$ cat src/rtl/transform_wcnt.sv
// rtl/transform_wcnt.sv - x-direction row sweeper (w outer, kw inner) feeding the conv h-counter.
// Optional WCNT_PAD_SKIP_EN: pad positions are swept silently instead of being presented as beats.
module transform_wcnt #(
  parameter int C_W_WIDTH = 10,
  parameter int C_KWIDTH  = 4,
  parameter int C_SWIDTH  = 2,
  parameter int C_PWIDTH  = 2,
  parameter int C_HGAP    = 3
) (
  input  logic                 I_clk,
  input  logic                 I_rst,
  input  logic                 I_ap_start,
  input  logic                 I_compute_en,
  input  logic [C_W_WIDTH-1:0] I_owidth,
  input  logic [C_W_WIDTH-1:0] I_iwidth,
  input  logic [C_KWIDTH-1:0]  I_kernel_w,
  input  logic [C_SWIDTH-1:0]  I_stride_w,
  input  logic [C_PWIDTH-1:0]  I_pad_w,
  input  logic                 I_ready,
  output logic                 O_valid,
  output logic [C_W_WIDTH-1:0] O_w,
  output logic [C_KWIDTH-1:0]  O_kw,
  output logic [C_W_WIDTH:0]   O_windex,
  output logic                 O_pad_zero,
  output logic                 O_hcnt_flag,
  output logic                 O_busy,
  output logic                 O_done
);
  localparam int C_XW = C_W_WIDTH + 1;
  localparam int C_GW = $clog2(C_HGAP + 1);
  localparam logic [C_KWIDTH-1:0]  KW_ONE = 1;
  localparam logic [C_W_WIDTH-1:0] W_ONE  = 1;

  typedef enum logic [2:0] {S_IDLE, S_WAITH, S_RUN, S_GAP, S_DONE} state_t;
  state_t r_state, w_state_nxt;

  logic                 r_start_d1;
  logic [C_W_WIDTH-1:0] r_w, r_xbase;
  logic [C_KWIDTH-1:0]  r_kw;
  logic                 r_all;
  logic [C_GW-1:0]      r_gap;
  logic                 r_valid, r_hcnt_flag, r_done;
  logic [C_W_WIDTH-1:0] r_o_w;
  logic [C_KWIDTH-1:0]  r_o_kw;
  logic [C_XW-1:0]      r_o_windex;

  logic            w_start_rise, w_in_run, w_slot_free, w_row_end;
  logic            w_load, w_advance, w_last_kw, w_last_w, w_degen, w_cur_pad;
  logic [C_XW-1:0] w_windex;

  assign w_start_rise = I_ap_start & ~r_start_d1;
  assign w_in_run     = (r_state == S_RUN);
  assign w_windex     = {1'b0, r_xbase} + C_XW'(r_kw) - C_XW'(I_pad_w);
  assign w_cur_pad    = w_windex[C_W_WIDTH] | (w_windex >= {1'b0, I_iwidth});
  assign w_slot_free  = ~r_valid | I_ready;
  // r_all marks that the row's last position has already been issued.
  assign w_row_end    = w_in_run & r_all & w_slot_free;
  assign w_last_kw    = (r_kw == I_kernel_w - KW_ONE);
  assign w_last_w     = (r_w == I_owidth - W_ONE);
  assign w_degen      = (I_owidth == '0) | (I_kernel_w == '0);

`ifdef WCNT_PAD_SKIP_EN
  // Pad positions step one per cycle without touching the output slot.
  assign w_load    = w_in_run & ~r_all & w_slot_free & ~w_cur_pad;
  assign w_advance = w_in_run & ~r_all & (w_slot_free | w_cur_pad);
  assign O_pad_zero = 1'b0;
`else
  logic r_pad;
  assign w_load    = w_in_run & ~r_all & w_slot_free;
  assign w_advance = w_load;
  assign O_pad_zero = r_pad;
`endif

  always_ff @(posedge I_clk) begin
    if (I_rst) r_state <= S_IDLE;
    else       r_state <= w_state_nxt;
  end

  always_comb begin
    w_state_nxt = r_state;
    case (r_state)
      S_IDLE:  w_state_nxt = S_IDLE;
      S_WAITH: begin
        if (w_degen)           w_state_nxt = S_DONE;
        else if (I_compute_en) w_state_nxt = S_RUN;
      end
      S_RUN:   if (w_row_end) w_state_nxt = S_GAP;
      S_GAP:   if (r_gap == C_GW'(C_HGAP)) w_state_nxt = I_compute_en ? S_RUN : S_DONE;
      S_DONE:  w_state_nxt = S_DONE;
      default: w_state_nxt = S_IDLE;
    endcase
    if (w_start_rise) w_state_nxt = S_WAITH;
  end

  always_ff @(posedge I_clk) begin
    r_start_d1 <= I_rst ? 1'b0 : I_ap_start;
    if (I_rst || w_start_rise) begin
      r_w         <= '0;
      r_kw        <= '0;
      r_xbase     <= '0;
      r_all       <= 1'b0;
      r_gap       <= '0;
      r_valid     <= 1'b0;
      r_hcnt_flag <= 1'b0;
      r_done      <= 1'b0;
      r_o_w       <= '0;
      r_o_kw      <= '0;
      r_o_windex  <= '0;
`ifndef WCNT_PAD_SKIP_EN
      r_pad       <= 1'b0;
`endif
    end else begin
      r_hcnt_flag <= w_row_end;
      r_done      <= (w_state_nxt == S_DONE);
      r_gap       <= (r_state == S_GAP) ? r_gap + C_GW'(1) : '0;
      if (w_row_end) r_all <= 1'b0;
      if (w_advance) begin
        if (w_last_kw) begin
          r_kw <= '0;
          if (w_last_w) begin
            r_w     <= '0;
            r_xbase <= '0;
            r_all   <= 1'b1;
          end else begin
            r_w     <= r_w + W_ONE;
            r_xbase <= r_xbase + C_W_WIDTH'(I_stride_w);
          end
        end else begin
          r_kw <= r_kw + KW_ONE;
        end
      end
      if (w_load) begin
        r_valid    <= 1'b1;
        r_o_w      <= r_w;
        r_o_kw     <= r_kw;
        r_o_windex <= w_windex;
`ifndef WCNT_PAD_SKIP_EN
        r_pad      <= w_cur_pad;
`endif
      end else if (w_slot_free) begin
        r_valid <= 1'b0;
      end
    end
  end

  assign O_valid     = r_valid;
  assign O_w         = r_o_w;
  assign O_kw        = r_o_kw;
  assign O_windex    = r_o_windex;
  assign O_hcnt_flag = r_hcnt_flag;
  assign O_done      = r_done;
  assign O_busy      = (r_state != S_IDLE) && (r_state != S_DONE);
endmodule
$ cat config.mk
export PLATFORM = sky130hd
export DESIGN_NAME = transform_wcnt
export DESIGN_NICKNAME = d
export VERILOG_FILES = /design/src/rtl/transform_wcnt.sv
export SDC_FILE = /design/constraint.sdc
export NUM_CORES = 1
export LEC_CHECK = 0
export CAP_MARGIN = 20
export CORE_ASPECT_RATIO = 2
export CORE_MARGIN = 2
export CORE_UTILIZATION = 49
export DETAILED_ROUTE_END_ITERATION = 16
export MAX_ROUTING_LAYER = met4
export PLACE_DENSITY = 0.77
export SLEW_MARGIN = 20
export SYNTH_ARGS = -nofsm -noshare
export SYNTH_HDL_FRONTEND = slang
export SYNTH_SLANG_ARGS = --single-unit
export TNS_END_PERCENT = 1
$ cat constraint.sdc
create_clock -name I_clk -period 3.33 [get_ports I_clk]
set_clock_uncertainty 0.05 [all_clocks]
set_input_delay 0.333 -clock I_clk [delete_from_list [all_inputs] [get_ports I_clk]]
set_output_delay 0.333 -clock I_clk [all_outputs]
set_load 0.005 [all_outputs]
==> flow_metrics.tcl <==
set metrics [dict create \
    status "finished with violations" \
    violations "negative setup slack" \
    finalNonFillerCells 651 \
    htree_levels 3 \
    clk-insertion-delay-late_ns 0.33 \
    globalRouteOverflowTotal 0 \
    synth_edf_count 0 \
    drv_slew 0 \
    p_leak_nw 2.017 \
    avgSynthCellArea_um2 8.003 \
    dp_hpwl_um 7504 \
    worstSetupPathType "reg -> reg" \
    nets 622 \
    cts_buffers 9 \
    syn_area_um2 3794 \
    worst_pin_slew_ns 0.9904 \
    syn_inst 474 \
    min_period_over_period 1.076 \
    post-route-util 0.6635 \
    drc_errors 0 \
    yosys-top-cells-count "nand2_1, dfxtp_1, a21oi_1" \
    period_minus_slack_ns 3.582 \
    track_usage 0.2569 \
    synthArstFlopShare 0 \
    dp_slack_ns -0.6471 \
    setup_viol 1 \
    grt_pass1_wl_um 16350 \
    fillerInstances 639 \
    vias 3679 \
    ant_nets 0 \
    rrSetupSlack_ns -0.25 \
    port_buffers 62 \
    num_rows 45 \
    cts_buffer_depth 2 \
    cts_tree "built" \
    drt_pass1_iterations 6 \
    die_area_um2 8504 \
    grt_start_max_net_pins 33 \
    ys_ff_latch 60 \
    min_from "r_gap[0]" \
    yosys.cell_types.count 47 \
    core_um2 7545 \
    yosys_warnings 0 \
    vias_per_cell 5.651 \
    drt-total-wl_um 10070 \
    holdPathStages 1 \
    dieWidth_um 66.22 \
    r2r_start "r_xbase[1]" \
    critPathLaunchType "flop" \
    slew_headroom 0.3384 \
    cp_max_fo 3 \
    hold_violations 0 \
    r2r-end "O_pad_zero" \
    finalWorstSetupSlack_ns -0.2515 \
    syn-num-nets 544 \
    yosysTopAreaCellShare 0.3166 \
    synth_area_leader_cell "dfxtp_1" \
    fmax_mhz 279.2 \
    synth-main-ff-cell "dfxtp_1" \
    ioPinCount 63 \
    die_h_um 128.4 \
    drt_iter0_markers 179 \
    grt_pass1_vias 3727 \
    place_congestion 0.9438 \
    holdPathEnd "r_gap[0]" \
    critPathArrivalTime_ns 3.73 \
    final_layout_size_suffix_gt1_frac 0.1185 \
    synth.most_common_cell "nand2_1" \
    antenna_found_initial 0 \
    crit_path_end_kind "flop" \
    wl_per_cell_um 15.46 \
    synth_area_leaders "dfxtp_1, ha_1, xnor2_1" \
    vdd_drop_max_mv 0.2896 \
    worst-endpoint-required_ns 3.47 \
    power_density_nw_per_um2 370.7 \
    cts_sinks 60 \
    area_delta_synth_final_pct 31.96 \
    reg2reg_depth 16 \
    dpl.cell_count 628 \
    clk_pin_slew_worst_paths_ns 0.05 \
    diodes 0 \
    maxCapViolCount 0 \
    initial_utilization 0.5028 \
    ys_seq_area_frac 0.3166 \
    clockRootBuffer "clkbuf_16" \
    hold_path.class "reg -> reg" \
    rsz0062_at_grt "yes" \
]
==> sequential cells by signal, summed over array words and instances (netlist names), 2 cells and up <==
signal    count
O_w          10
r_xbase      10
r_gap         2
O_kw          4
r_w          10
O_windex     11
r_state       3
r_kw          4
==> through the flow <==
| stage | hold WS (ns) | cell area [µm²] | setup TNS [ns] | power, mW |
|---|---|---|---|---|
| final | 0.3874 | 5006 | -0.2515 | 1.856 |
| after detailed placement | 0.3768 | 4617 | -0.6899 | 0.9264 |
| after CTS | 0.3841 | 4956 | -0.2560 | 1.865 |
| after global routing | 0.4060 | 5006 | -0.4143 | 1.916 |
| after global placement | 0.3651 | 4617 | -0.5022 | 0.9195 |
| after floorplan | 0.3546 | 3820 | -0.03817 | 0.8402 |
==> timing repair <==
item | CTS | global route
buffers inserted | 4 | 3
pin swaps | 14 | 14
gates resized for setup | 7 | 7
hold buffers | 0 | 0
endpoints found under the setup margin | 1 | 1
==> cell usage in the layout (no fill, tap or decap), types with 5 or more instances in the layout <==
cell type | synthesis | final
nand2_1 | 66 | 66
clkdlybuf4s50_1 | 0 | 60
dfxtp_1 | 60 | 58
a21oi_1 | 45 | 40
inv_1 | 40 | 37
xnor2_1 | 36 | 36
ha_1 | 34 | 32
buf_4 | 0 | 26
nor2_1 | 23 | 23
and2_1 | 15 | 15
nand3_1 | 14 | 14
nand4_1 | 12 | 12
nor3_1 | 11 | 11
nor2b_1 | 9 | 9
clkbuf_16 | 0 | 9
o21ai_0 | 9 | 8
xor2_1 | 7 | 7
or3_1 | 7 | 7
a21o_1 | 5 | 5
a21oi_2 | 0 | 5
and3_1 | 5 | 5
a31oi_1 | 5 | 5
nand3b_1 | 5 | 5
==> cell type report <==
cell class | instances | area [µm²] | share of cell area
clock buffer | 10 | 239.0 | 0.04774
clock inverter | 6 | 63.81 | 0.01275
sequential | 60 | 1204 | 0.2404
multi-input combinational | 353 | 2419 | 0.4831
inverter | 40 | 150.1 | 0.02999
tap | 94 | 117.6 | 0.02349
timing repair buffer | 88 | 813.3 | 0.1625
==> power breakdown <==
part	switching (mW)	total, mW	leakage [nW]	internal, mW
clock	0.331	0.927	0.144	0.597
sequential	0.00187	0.723	0.485	0.721
combinational	0.102	0.205	1.39	0.104
total	0.434	1.86	2.02	1.42
==> per-layer routing <==
metal	track usage	up-vias	share of wire
li1	-	1771	-
met1	0.2346	1791	0.35
met2	0.4806	89	0.58
met3	0.03846	28	0.031
met4	0.1489	0	0.035
met5	-	-	0
==> worst max-delay path, stage by stage (launching register included) <==
cell	delay (ns)
dfxtp_2	0.34
inv_2	0.04
fa_1	0.55
inv_2	0.06
ha_4	0.25
a21o_1	0.11
a21oi_2	0.06
o21bai_1	0.21
a2111oi_1	0.12
or3_1	0.39
xnor2_1	0.28
ha_1	0.30
nor2b_1	0.15
o21ai_1	0.12
nand2b_1	0.10
a211oi_2	0.22
a31oi_1	0.11
==> logic make-up after synthesis <==
logic type                 count (synthesis)  share of synthesized area
AOI/OAI and AO/OA                         85                     0.1349
DFF                                       60                     0.3166
adders and majority gates                 37                     0.1280
buffers and inverters                     61                    0.06134
and+or+nand+nor                          186                     0.2546
xor gates and xnor gates                  43                    0.09927
muxes                                      2                   0.005277
==> worst max path at each step <==
stage | from | to | cells past startpoint
floorplan | r_xbase[1] | O_pad_zero | 18
global placement | I_pad_w[1] | O_pad_zero | 16
detailed placement | I_pad_w[1] | O_pad_zero | 16
CTS | r_kw[1] | O_pad_zero | 16
global route | r_xbase[1] | O_pad_zero | 16
finish | r_xbase[1] | O_pad_zero | 16
Note: power is estimated with default switching activity, not from simulation.
